`config.mk`:
```
export PLATFORM = sky130hd
export DESIGN_NAME = fifo_write_arbiter
export DESIGN_NICKNAME = d
export VERILOG_FILES = /design/src/rtl/fifo_arb_pkg.sv /design/src/rtl/rr_priority_select.sv /design/src/rtl/fifo_write_arbiter.sv
export SDC_FILE = /design/constraint.sdc
export NUM_CORES = 1
export LEC_CHECK = 0
export CAP_MARGIN = 25
export CELL_PAD_IN_SITES_DETAIL_PLACEMENT = 0
export CELL_PAD_IN_SITES_GLOBAL_PLACEMENT = 1
export CORE_AREA = 8 8 88 66
export CTS_CLUSTER_SIZE = 14
export DETAILED_ROUTE_END_ITERATION = 8
export DIE_AREA = 0 0 96 74
export HOLD_SLACK_MARGIN = 0.08
export PLACE_DENSITY = 0.76
export SLEW_MARGIN = 0
export SYNTH_ARGS = -nofsm -noshare
export SYNTH_HDL_FRONTEND = slang
export SYNTH_SLANG_ARGS = --single-unit
```
`constraint.sdc`:
```
create_clock -name clk_in -period 1.53 [get_ports clk_in]
set_input_delay 0.3825 -clock clk_in [delete_from_list [all_inputs] [get_ports clk_in]]
set_output_delay 0.3825 -clock clk_in [all_outputs]
set_load 0.02 [all_outputs]
```
`src/rtl/fifo_arb_pkg.sv`:
```
// Shared definitions for the FIFO write arbiter: FSM state encoding, statistics width and a
// saturating increment helper.
package fifo_arb_pkg;

   typedef enum logic [1:0] {
      StIdle  = 2'b00,
      StBurst = 2'b01,
      StStall = 2'b11,
      StFlush = 2'b10
   } arb_state_e;

   localparam int unsigned STAT_W = 16;

   function automatic logic [STAT_W-1:0] sat_inc(input logic [STAT_W-1:0] val);
      return (val == {STAT_W{1'b1}}) ? val : val + STAT_W'(1);
   endfunction

endpackage

```
`src/rtl/rr_priority_select.sv`:
```
// Combinational round-robin selector: the first asserted request at or after rr_ptr, wrapping
// around through index NUM_REQ-1 back to 0.
module rr_priority_select #(
   parameter int unsigned NUM_REQ = 4,
   localparam int unsigned IDX_W = (NUM_REQ > 1) ? $clog2(NUM_REQ) : 1
) (
   input  logic [NUM_REQ-1:0] req,
   input  logic [IDX_W-1:0]   rr_ptr,
   output logic               hit,
   output logic [IDX_W-1:0]   index
);

   logic [IDX_W:0]   sum;
   logic [IDX_W-1:0] cand;

   always_comb begin
      hit   = 1'b0;
      index = '0;
      sum   = '0;
      cand  = '0;
      for (int unsigned i = 0; i < NUM_REQ; i++) begin
         // rr_ptr and i are both below NUM_REQ, so one conditional subtract gives the modulo
         sum = {1'b0, rr_ptr} + (IDX_W+1)'(i);
         if (sum >= (IDX_W+1)'(NUM_REQ)) begin
            sum = sum - (IDX_W+1)'(NUM_REQ);
         end
         cand = sum[IDX_W-1:0];
         if (!hit && req[cand]) begin
            hit   = 1'b1;
            index = cand;
         end
      end
   end

endmodule

```
`src/rtl/fifo_write_arbiter.sv`:
```
// Round-robin, burst-bounded arbiter sharing the FIFO write port among NUM_REQ producers, with
// flush sequencing. Define FIFO_WR_ARB_STATS_EN to add saturating beat/stall statistics outputs.
module fifo_write_arbiter
   import fifo_arb_pkg::*;
#(
   parameter int unsigned NUM_REQ   = 4,
   parameter int unsigned WIDTH     = 8,
   parameter int unsigned MAX_BURST = 4,
   localparam int unsigned IDX_W = (NUM_REQ > 1) ? $clog2(NUM_REQ) : 1
) (
   input  logic                     clk_in,
   input  logic                     reset,
   input  logic [NUM_REQ-1:0]       req,
   input  logic [NUM_REQ*WIDTH-1:0] req_data,
   input  logic                     flush_req,
   input  logic                     fifo_full,
   output logic [NUM_REQ-1:0]       grant,
   output logic                     fifo_insert,
   output logic [WIDTH-1:0]         fifo_data,
   output logic                     fifo_flush,
   output logic [IDX_W-1:0]         owner,
   output logic                     busy
`ifdef FIFO_WR_ARB_STATS_EN
   ,
   output logic [NUM_REQ*STAT_W-1:0] stat_beats,
   output logic [STAT_W-1:0]         stat_stall
`endif
);

   localparam int unsigned CNT_W = $clog2(MAX_BURST) + 1;

   arb_state_e       state_q;
   logic [IDX_W-1:0] owner_q;
   logic [IDX_W-1:0] rr_ptr_q;
   logic [CNT_W-1:0] beat_cnt_q;
   logic             fifo_flush_q;

   logic             sel_hit;
   logic [IDX_W-1:0] sel_idx;
   logic             in_burst;
   logic             owner_req;
   logic             accept;
   logic             last_beat;
   logic [IDX_W-1:0] owner_next;

   rr_priority_select #(
      .NUM_REQ (NUM_REQ)
   ) u_select (
      .req    (req),
      .rr_ptr (rr_ptr_q),
      .hit    (sel_hit),
      .index  (sel_idx)
   );

   assign in_burst   = (state_q == StBurst);
   assign owner_req  = req[owner_q];
   // A pending flush pre-empts the beat in the same cycle
   assign accept     = in_burst & owner_req & ~fifo_full & ~flush_req;
   assign last_beat  = (beat_cnt_q == CNT_W'(MAX_BURST - 1));
   assign owner_next = (owner_q == IDX_W'(NUM_REQ - 1)) ? '0 : owner_q + IDX_W'(1);

   always_ff @(posedge clk_in) begin
      if (reset) begin
         state_q      <= StIdle;
         owner_q      <= '0;
         rr_ptr_q     <= '0;
         beat_cnt_q   <= '0;
         fifo_flush_q <= 1'b0;
      end else begin
         fifo_flush_q <= 1'b0;
         case (state_q)
            StIdle: begin
               if (flush_req) begin
                  state_q      <= StFlush;
                  fifo_flush_q <= 1'b1;
               end else if (sel_hit) begin
                  state_q    <= StBurst;
                  owner_q    <= sel_idx;
                  beat_cnt_q <= '0;
               end
            end
            StBurst: begin
               if (flush_req) begin
                  state_q      <= StFlush;
                  fifo_flush_q <= 1'b1;
               end else if ((accept && last_beat) || !owner_req) begin
                  state_q    <= StIdle;
                  rr_ptr_q   <= owner_next;
                  beat_cnt_q <= '0;
               end else begin
                  if (accept) begin
                     beat_cnt_q <= beat_cnt_q + CNT_W'(1);
                  end
                  if (fifo_full) begin
                     state_q <= StStall;
                  end
               end
            end
            StStall: begin
               if (flush_req) begin
                  state_q      <= StFlush;
                  fifo_flush_q <= 1'b1;
               end else if (!owner_req) begin
                  state_q    <= StIdle;
                  rr_ptr_q   <= owner_next;
                  beat_cnt_q <= '0;
               end else if (!fifo_full) begin
                  state_q <= StBurst;
               end
            end
            StFlush: begin
               state_q    <= StIdle;
               rr_ptr_q   <= '0;
               beat_cnt_q <= '0;
            end
            default: state_q <= StIdle;
         endcase
      end
   end

   always_comb begin
      grant = '0;
      if (accept) begin
         grant[owner_q] = 1'b1;
      end
   end

   assign fifo_insert = accept;
   assign fifo_data   = in_burst ? req_data[owner_q*WIDTH +: WIDTH] : '0;
   assign fifo_flush  = fifo_flush_q;
   assign owner       = owner_q;
   assign busy        = (state_q != StIdle);

`ifdef FIFO_WR_ARB_STATS_EN
   logic [NUM_REQ-1:0][STAT_W-1:0] beats_q;
   logic [STAT_W-1:0]              stall_q;

   always_ff @(posedge clk_in) begin
      if (reset || state_q == StFlush) begin
         beats_q <= '0;
         stall_q <= '0;
      end else begin
         for (int unsigned i = 0; i < NUM_REQ; i++) begin
            if (grant[i]) begin
               beats_q[i] <= sat_inc(beats_q[i]);
            end
         end
         if (state_q == StStall) begin
            stall_q <= sat_inc(stall_q);
         end
      end
   end

   assign stat_beats = beats_q;
   assign stat_stall = stall_q;
`endif

endmodule
```
==> flow_summary_export.csv, run 1 <==
group,metric,value,unit
power_and_ir_drop,finalPower,1.050,mW
sta,fin_ws,-0.4031,ns
setup_path,crit_path_top_delay_cell,"mux4_2",
drt,wl_per_cell,15.04,um
setup_path,worst_ep_arrival_time,1.55,ns
setup_path,startpoint_type,"input pin",
global_route,grt_first_pass_wirelength,6444,um
logic_synthesis,synth_cells,115,
logic_synthesis,ys_seq_area_share,19.49,%
clocking,clkSlewWorstSetupHoldPaths,0.05,ns
drt,vias,1247,
power_and_ir_drop,power.density,491.0,nW/um2
logic_synthesis,ys.flop_type,"dfxtp_1",
drt,drc,0,
setup_path,crit_fanout,1,
place,place.gp.congestion,0.7741,
power_and_ir_drop,ir_worst_vdd,263.8,uV
global_route,grt_overflow,0,
run_status,status,"finished with violations",
run,drv_cap,0,
sta,clock_skew,0.003648,ns
global_route,first_global_vias,1332,
clocking,htreeDepth,1,
drt,dr.pass1.iters,4,
logic_synthesis,syn_nets,161,
setup_path,path_class,"input pin to output port",
run_status,violations,"negative setup slack",
clocking,clock_latency,0.24,ns
floorplan,die_w,96,um
clocking,cts_buffers,3,
sta,fmax,0.5173,GHz
setup_path,crit_required,1.15,ns
setup_path,worst_setup_path_end_kind,"output port",
floorplan,io_pins,57,
logic_synthesis,ys_ff_latch,10,
floorplan,initial_utilization,22.60,%
logic_synthesis,synth_area,1027,um2
sta,worst_pin_slew,0.2972,ns
sta,rsz0062_at_grt,"true",
setup_path,critical-path-top-delay-family,"buffers and inverters",
layout,nNetsFinal,258,
layout,design_area,2140,um2
hold_path,hp-class,"register to register",
clocking,holdBufCountCts,0,
global_route,antenna_found_initial,0,
logic_synthesis,post_synth.cell_area_avg,8.932,um2
setup_path,max_stage_delay,0.46,ns
layout,antenna_cells,0,
layout,syn2layout_area_growth,108.3,%
sta,finalSetupViolCount,18,
drt,ant_nets,0,
logic_synthesis,synth-edff-count,0,
place,dp_hpwl,3279,um
floorplan,core-area,4546,um2
logic_synthesis,ys_types,37,
floorplan,rows,21,
floorplan,dieArea,7104,um2
sta,finalMaxSlewViolations,0,
clocking,ctsLongestPathBuffers,2,
clocking,cts_tree,"built",
setup_path,cp.buffers_inverters,2,
clocking,cts_root_buf,"clkbuf_8",
layout,utilization,47.07,%
place,io_buffer_count,56,
sta,hold_violations,0,
sta,period_share,126.3,%
drt,initialDrtViolationCount,39,
layout,drive_gt1_share,50.24,%
drt,drt-vias-per-instance,4.653,
setup_path,crit_chain,"clkdlybuf4s50_1 -> mux4_2 -> and3_4 -> buf_6",
power_and_ir_drop,power_leakage,0.9522,nW
sta,slew_headroom,80.16,%
logic_synthesis,yosysWarnings,0,
logic_synthesis,postSynth.asyncResetShare,0,%
clocking,clkSinkCount,10,
drt,routed_wirelength,4032,um
sta,fin_hold_ws,0.4761,ns
sta,min_period,1.933,ns
place,dpl-instance-area,1931,um2
floorplan,fp.dieH,74,um
global_route,grt_start_max_net_pins,14,
global_route,grtUsageTotal,11.28,%
==> cell usage in the layout, fill, tap and decap left out, types with 2 or more instances in the layout <==
master	instances
nand2b_1	4
a211oi_2	2
ha_1	6
buf_2	5
mux2i_1	5
clkbuf_8	3
and3_4	12
buf_4	31
mux4_2	8
dfxtp_4	2
inv_1	9
or2b_2	2
clkdlybuf4s15_2	2
clkdlybuf4s50_1	12
dlymetal6s2s_1	3
dfxtp_1	7
a21oi_1	5
nand3b_1	2
dlygate4sd2_1	20
mux2i_4	2
nor2_1	9
nand3_1	2
nand2_1	9
buf_6	22
==> through the flow <==
stage	setup WS [ns]	std cells	TNS, ns
floorplan	-0.1184	115	-0.8547
global placement	-0.9879	253	-16.59
detailed placement	-1.037	253	-17.43
CTS	-0.4116	265	-5.663
global route	-0.4467	268	-6.585
finish	-0.4031	268	-5.580
==> logic make-up after synthesis <==
group | share of synthesized area [%]
simple gates | 25.70
flops | 19.49
compound gates | 14.98
mux | 24.73
fa+ha+maj | 7.308
buf+inv | 7.796
==> worst register-to-register path, stage by stage (launching register included) <==
cell      delay [ns]
dfxtp_4         0.37
buf_6           0.13
mux2i_4         0.25
o22ai_2         0.11
buf_4           0.15
buf_6           0.12
a211oi_2        0.17
buf_4           0.16
mux2i_1         0.18
==> worst paths after layout <==
check | from | to | slack [ns] | cells after the start
worst max-delay path | req_data[5] | fifo_data[5] | -0.40 | 4
worst min-delay path | beat_cnt_q[2] | beat_cnt_q[2] | 0.48 | 2
worst max register to register | owner[0] | rr_ptr_q[1] | -0.19 | 8
worst min register to register | beat_cnt_q[2] | beat_cnt_q[2] | 0.48 | 2
==> synth_stat cells, types with 2 or more instances <==
master / instances / share of area, %
nand2b_1: 4 / 2.4
or2b_2: 2 / 1.7
mux2i_1: 7 / 6.8
a21oi_1: 5 / 2.4
ha_1: 6 / 7.3
nor3_1: 2 / 0.97
mux4_2: 7 / 15
nand3b_1: 2 / 1.5
nand3_1: 2 / 0.97
a211oi_1: 2 / 1.5
o21ai_0: 2 / 0.97
nor2_1: 10 / 3.7
nand2_1: 9 / 3.3
dfxtp_1: 10 / 19
clkbuf_1: 2 / 0.73
buf_6: 2 / 2.2
o22ai_1: 2 / 1.2
and3_1: 12 / 7.3
inv_1: 9 / 3.3
==> routing by layer <==
metal	routed length, um	vias up	track usage [%]
li1	-	623	-
met1	1813	580	14.89
met2	1941	42	18.16
met3	244	2	2.016
met4	34	0	3.565
met5	0	-	0
==> cell type report <==
cell class	instances	area (um2)
tap	57	71.32
multi-input combinational	90	884.6
sequential	10	209.0
inverter	9	33.78
clock buffer	4	45.04
fill	439	2406
timing repair buffer	98	895.9
==> power by group <==
part	internal [mW]	switching [mW]	total, mW
Clock	0.183	0.112	0.295
Combinational	0.279	0.194	0.473
Sequential	0.271	0.0111	0.282
Total	0.733	0.317	1.05
==> registers in the layout (all words and copies together) (netlist names) <==
signal / cells
beat_cnt_q: 3
owner: 2
rr_ptr_q: 2
state_q: 2
fifo_flush: 1
==> repair_timing <==
| item | in CTS | in global routing |
|---|---|---|
| resized for setup | 147 | 9 |
| pin swaps | 17 | 3 |
| setup buffers | 7 | 3 |
| gates cloned | 1 | 0 |
| endpoints found under the setup margin | 25 | 24 |
Power figures use the tool's default switching activity.
==> run 2: changes to the inputs <==
--- a/config.mk
+++ b/config.mk
@@ -5,15 +5,16 @@
 export SDC_FILE = /design/constraint.sdc
 export NUM_CORES = 1
 export LEC_CHECK = 0
+export ABC_AREA = 1
 export CAP_MARGIN = 25
 export CELL_PAD_IN_SITES_DETAIL_PLACEMENT = 0
 export CELL_PAD_IN_SITES_GLOBAL_PLACEMENT = 1
-export CORE_AREA = 8 8 88 66
+export CORE_AREA = 8 8 97 72
 export CTS_CLUSTER_SIZE = 14
 export DETAILED_ROUTE_END_ITERATION = 8
-export DIE_AREA = 0 0 96 74
+export DIE_AREA = 0 0 105 80
 export HOLD_SLACK_MARGIN = 0.08
-export PLACE_DENSITY = 0.76
+export PLACE_DENSITY = 0.78
 export SLEW_MARGIN = 0
 export SYNTH_ARGS = -nofsm -noshare
 export SYNTH_HDL_FRONTEND = slang
==> run 2 against run 1 <==
Against the previous run: first-iteration DRC count increased to 2.8 times the previous value; synthesized area increased by 24%; routed wire length increased by 23%; highest routed layer unchanged; flip-flop and latch count unchanged; non-clock buffer count decreased by 2; hold slack improved by 0.011 ns; largest power group unchanged; cell area increased by 22%; sequential power increased by 17%; the run still ends with negative setup slack left; utilization increased by 0.35 points; worst setup slack got worse by 0.0089 ns; critical path depth increased by 6; largest cell class is now multi-input combinational cells; count of clock-buffer cells in the layout unchanged.
==> flow_summary_export.csv, run 2 <==
group,metric,value,unit
logic_synthesis,post_synth.cell_area_avg,5.568,um2
hold_path,hold_end,"beat_cnt_q[2]",
sta,fin_hold_ws,0.4873,ns
global_route,grt_start_max_net_pins,20,
hold_path,hp-start,"beat_cnt_q[2]",
layout,layout_commonest_cell,"nor2_1",
logic_synthesis,ys_seq_area_share,15.70,%
clocking,clkSinkCount,10,
drt,vias,1723,
logic_synthesis,synth_top_area_share,16.49,%
setup_path,r2r-start,"owner[0]",
drt,drc,0,
power_and_ir_drop,ir_worst_vdd,339.5,uV
power_and_ir_drop,power.density,741.5,nW/um2
drt,initialDrtViolationCount,108,
logic_synthesis,ys.flop_type,"dfxtp_1",
place,dpl-instance-area,2176,um2
setup_path,worst_ep_arrival_time,1.56,ns
sta,clock_skew,0.004298,ns
drt,drt-vias-per-instance,4.340,
layout,design_area,2620,um2
layout,final_cell_mix,"nor2_1 (45), nand2_1 (42), clkdlybuf4s50_1 (31)",
setup_path,startpoint_type,"register",
global_route,grt_first_pass_wirelength,8349,um
setup_path,worst_setup_path_end_kind,"output port",
layout,final_cells,397,
drt,ant_nets,0,
logic_synthesis,ys_ff_latch,10,
hold_path,hp-class,"register to register",
logic_synthesis,synth_cells,229,
layout,utilization,47.42,%
place,dp_hpwl,3619,um
floorplan,die_w,105,um
setup_path,crit_required,1.15,ns
global_route,grtUsageTotal,11.77,%
floorplan,rows,23,
sta,fmax,0.5149,GHz
floorplan,core-area,5525,um2
floorplan,fp.dieH,80,um
clocking,cts_root_buf,"clkbuf_8",
hold_path,worstHoldPathCells,2,
layout,max_flop_register,"beat_cnt_q",
sta,worst_pin_slew,0.2907,ns
logic_synthesis,ys_types,23,
global_route,first_global_vias,1697,
logic_synthesis,synth_area,1275,um2
sta,finalMaxSlewViolations,0,
layout,drive_gt1_share,40.68,%
power_and_ir_drop,seqPwrFrac,16.9,%
run_status,violations,"negative setup slack",
sta,min_period,1.942,ns
drt,routed_wirelength,4944,um
sta,slew_headroom,80.60,%
power_and_ir_drop,p_switching,0.8378,mW
run,drv_cap,0,
clocking,cts_buffers,3,
floorplan,io_pins,57,
setup_path,rr_worst_depth,8,
logic_synthesis,syn_nets,275,
layout,largest_register_ffs,3,
clocking,cts_tree,"built",
sta,tns,-4.650,ns
layout,nNetsFinal,369,
logic_synthesis,yosysWarnings,0,
power_and_ir_drop,clkPwrFrac,17.7,%
setup_path,r2r_slack,0.06,ns
setup_path,timing.rr.end,"rr_ptr_q[0]",
power_and_ir_drop,p_sw_share,43.12,%
logic_synthesis,postSynth.asyncResetShare,0,%
sta,period_share,126.9,%
floorplan,initial_utilization,23.08,%
place,place_inst,380,
drt,wl_per_cell,12.45,um
sta,fin_ws,-0.4119,ns
global_route,antenna_found_initial,0,
setup_path,crit_fanout,4,
sta,finalSetupViolCount,14,
logic_synthesis,synth-edff-count,0,
power_and_ir_drop,combPwrFrac,65.4,%
power_and_ir_drop,power_leakage,1.199,nW
place,place.gp.congestion,0.7715,
global_route,grt_overflow,0,
drt,dr.pass1.iters,4,
logic_synthesis,ys_top_cells_by_count,"nor2_1 (56), nand2_1 (47), inv_1 (25), o21ai_0 (21), nand3_1 (15)",
sta,hold_violations,0,
clocking,ctsLongestPathBuffers,2,
floorplan,dieArea,8400,um2
layout,antenna_cells,0,
clocking,clock_latency,0.24,ns
clocking,holdBufCountCts,0,
power_and_ir_drop,p_int,1.105,mW
logic_synthesis,synth_area_leader_cell,"nor2_1",
logic_synthesis,yosysMostFrequentCell,"nor2_1",
logic_synthesis,synth_area_leaders,"nor2_1 (16%), dfxtp_1 (16%), nand2_1 (14%)",
layout,syn2layout_area_growth,105.5,%
clocking,clkSlewWorstSetupHoldPaths,0.05,ns
run_status,status,"finished with violations",
sta,rsz0062_at_grt,"true",
clocking,htreeDepth,1,
setup_path,path_class,"register to output port",
place,io_buffer_count,56,
-- run 2: cell type report --
| cell class | instances | area [um2] |
|---|---|---|
| Clock buffer | 4 | 55.05 |
| Fill cell | 558 | 2905 |
| Inverter | 29 | 118.9 |
| Multi-Input combinational cell | 183 | 1155 |
| Sequential cell | 10 | 207.7 |
| Tap cell | 75 | 93.84 |
| Timing Repair Buffer | 96 | 989.7 |
-- run 2: worst max-delay path: stages, from the launching register on --
cell        delay, ns
dfxtp_4          0.37
inv_4            0.05
nand2_2          0.06
nand3_2          0.08
nand2_4          0.10
nand2_4          0.06
nor2_4           0.12
clkinvlp_4       0.13
buf_12           0.15
nor2_4           0.08
buf_6            0.12
-- run 2: cells by family (layout without fill, tap and decap cells) --
| family | after synthesis | after routing | synth area share [%] |
|---|---|---|---|
| flops | 10 | 10 | 15.70 |
| fa+ha+maj | 6 | 6 | 5.888 |
| compound gates | 35 | 35 | 14.03 |
| simple gates | 142 | 142 | 52.60 |
| buf+inv | 36 | 129 | 11.78 |
-- run 2: routing by layer --
layer	vias to the layer above	wire length [um]	track usage (%)
met5	-	0	0
met4	0	40	2.979
met3	4	259	1.532
met2	54	2020	17.91
met1	752	2624	16.92
li1	913	-	-
-- run 2: worst max path at each step --
stage / slack [ns] / startpoint / end
detailed placement: -1.09 / req[1] / grant[2]
CTS: -0.42 / owner[0] / grant[0]
global route: -0.52 / owner[0] / grant[0]
global placement: -1.08 / req[3] / grant[2]
floorplan: -0.25 / owner[0] / grant[0]
finish: -0.41 / owner[0] / grant[0]
-- run 2: power groups by stage --
stage               Sequential, mW  Clock, mW  Combinational (mW)
global placement             0.329          0                1.00
floorplan                    0.339          0               0.634
global route                 0.333      0.369                1.40
detailed placement           0.330          0                1.00
CTS                          0.328      0.347                1.14
finish                       0.329      0.343                1.27
-- run 2: repair_timing --
action	CTS	global route
resized for setup	141	40
pin swaps	10	11
setup endpoints to repair	25	22
setup buffers	7	3
cloned	1	2
-- run 2: per-stage QoR --
stage / setup WS, ns / power, mW
6_report: -0.4119 / 1.943
5_1_grt: -0.5214 / 2.107
4_1_cts: -0.4249 / 1.819
3_5_place_dp: -1.093 / 1.332
3_3_place_gp: -1.077 / 1.329
2_1_floorplan: -0.2548 / 0.9730
==> run 3: changes to the inputs <==
--- a/config.mk
+++ b/config.mk
@@ -15,7 +15,8 @@
 export DIE_AREA = 0 0 105 80
 export HOLD_SLACK_MARGIN = 0.08
 export PLACE_DENSITY = 0.78
-export SLEW_MARGIN = 0
+export RECOVER_POWER = 100
+export SLEW_MARGIN = 10
 export SYNTH_ARGS = -nofsm -noshare
 export SYNTH_HDL_FRONTEND = slang
 export SYNTH_SLANG_ARGS = --single-unit
==> run 3 against run 2 <==
Against the previous run: the flow still finishes with violations (negative setup slack); clock power about the same; hold slack about the same; sequential share of layout area about the same; largest power group unchanged.
==> flow_summary_export.csv, run 3 (synthesis gave the netlist of run 2 again) <==
group,metric,value,unit
sta,worst_pin_slew,0.2906,ns
hold_path,hp-start,"beat_cnt_q[2]",
global_route,first_global_vias,1697,
drt,routed_wirelength,4940,um
floorplan,rows,23,
drt,wl_per_cell,12.44,um
setup_path,startpoint,"owner[0]",
sta,fin_hold_ws,0.4873,ns
sta,finalSetupViolCount,14,
place,post-place-ws,-1.093,ns
clocking,cts_tree,"built",
floorplan,io_pins,57,
floorplan,fp.dieH,80,um
floorplan,initial_utilization,23.08,%
sta,period_share,126.9,%
clocking,htreeDepth,1,
setup_path,crit_required,1.15,ns
sta,finalMaxSlewViolations,0,
power_and_ir_drop,power.density,737.8,nW/um2
setup_path,path_class,"register to output port",
drt,initialDrtViolationCount,109,
clocking,holdBufCountCts,0,
layout,antenna_cells,0,
clocking,ctsLongestPathBuffers,2,
run,drv_cap,0,
clocking,clkSinkCount,10,
drt,dr.pass1.iters,4,
sta,rsz0062_at_grt,"true",
layout,drive_gt1_share,40.06,%
global_route,grtUsageTotal,11.77,%
sta,slew_headroom,80.61,%
drt,ant_nets,0,
sta,tns,-4.652,ns
layout,final_cell_mix,"nor2_1 (45), nand2_1 (43), clkdlybuf4s50_1 (31)",
sta,clock_skew,0.004361,ns
layout,layout_commonest_cell,"nor2_1",
global_route,grt_overflow,0,
power_and_ir_drop,ir_worst_vdd,321.8,uV
sta,hold_violations,0,
place,place.gp.congestion,0.7715,
setup_path,worst_ep_arrival_time,1.56,ns
layout,max_flop_register,"beat_cnt_q",
layout,largest_register_ffs,3,
run_status,violations,"negative setup slack",
drt,drc,0,
setup_path,startpoint_type,"register",
global_route,grt_first_pass_wirelength,8349,um
power_and_ir_drop,finalPower,1.922,mW
setup_path,r2r-start,"owner[0]",
global_route,antenna_found_initial,0,
sta,fmax,0.5149,GHz
clocking,cts_buffers,3,
clocking,clkSlewWorstSetupHoldPaths,0.05,ns
place,dp_hpwl,3619,um
floorplan,die_w,105,um
sta,fin_ws,-0.4120,ns
floorplan,core-area,5525,um2
layout,syn2layout_area_growth,104.3,%
power_and_ir_drop,power_leakage,1.186,nW
global_route,grt_start_max_net_pins,20,
layout,fillCellCount,561,
clocking,clock_latency,0.24,ns
sta,min_period,1.942,ns
drt,vias,1722,
layout,utilization,47.15,%
clocking,cts_root_buf,"clkbuf_8",
floorplan,dieArea,8400,um2
layout,nNetsFinal,369,
run_status,status,"finished with violations",
drt,drt-vias-per-instance,4.338,
hold_path,hp-class,"register to register",
setup_path,worst_setup_path_end_kind,"output port",
setup_path,crit_fanout,4,
place,io_buffer_count,56,
run 3: cell count changes in the layout (fill, tap and decap cells not counted), sizes merged:
cell    change
buf         -2
clkbuf      +2
run 3: report_power, final:
part	switching [mW]	internal, mW
logic	0.678	0.572
registers	0.0315	0.297
clock network	0.116	0.227
run 3: layout make-up:
cell class,count,area [um2],share of cell area (%)
clock buffer,4,55.05,2.113
timing repair buffer,96,985.9,37.85
sequential,10,207.7,7.973
inverter,29,118.9,4.563
tap,75,93.84,3.602
multi-input combinational,183,1144,43.90
run 3: worst paths after layout:
kind	to	slack, ns	cells after the start
worst max-delay path	grant[0]	-0.41	10
worst min register to register	beat_cnt_q[2]	0.49	2
worst min-delay path	beat_cnt_q[2]	0.49	2
worst max register to register	beat_cnt_q[0]	0.06	11
run 3: layer usage:
metal	routed length, um	up-vias	global-route usage [%]	share of wire (%)
met4	40	0	2.979	0.81
met3	259	4	1.532	5.2
met1	2616	751	16.92	53
met2	2024	54	17.91	41
li1	-	913	-	-
met5	0	-	0	0
run 3: timing repair:
item                       4_1_cts  5_1_grt
resized for setup              141       40
pin swaps                       10       11
setup buffers                    7        3
gates cloned                     1        2
setup endpoints to repair       25       22
run 3: critical path, stage by stage, from the launching register on:
cell and delay [ns]:
dfxtp_4 0.37, inv_4 0.05, nand2_2 0.06, nand3_2 0.08
nand2_4 0.10, nand2_4 0.06, nor2_4 0.12, clkinvlp_4 0.13
buf_12 0.15, nor2_4 0.08, buf_6 0.12
run 3: stage by stage:
step / instance area (um2) / std cells
final: 2605 / 397
after global routing: 2605 / 397
after CTS: 2464 / 392
after detailed placement: 2176 / 380
after global placement: 2176 / 380
after floorplan: 1355 / 229
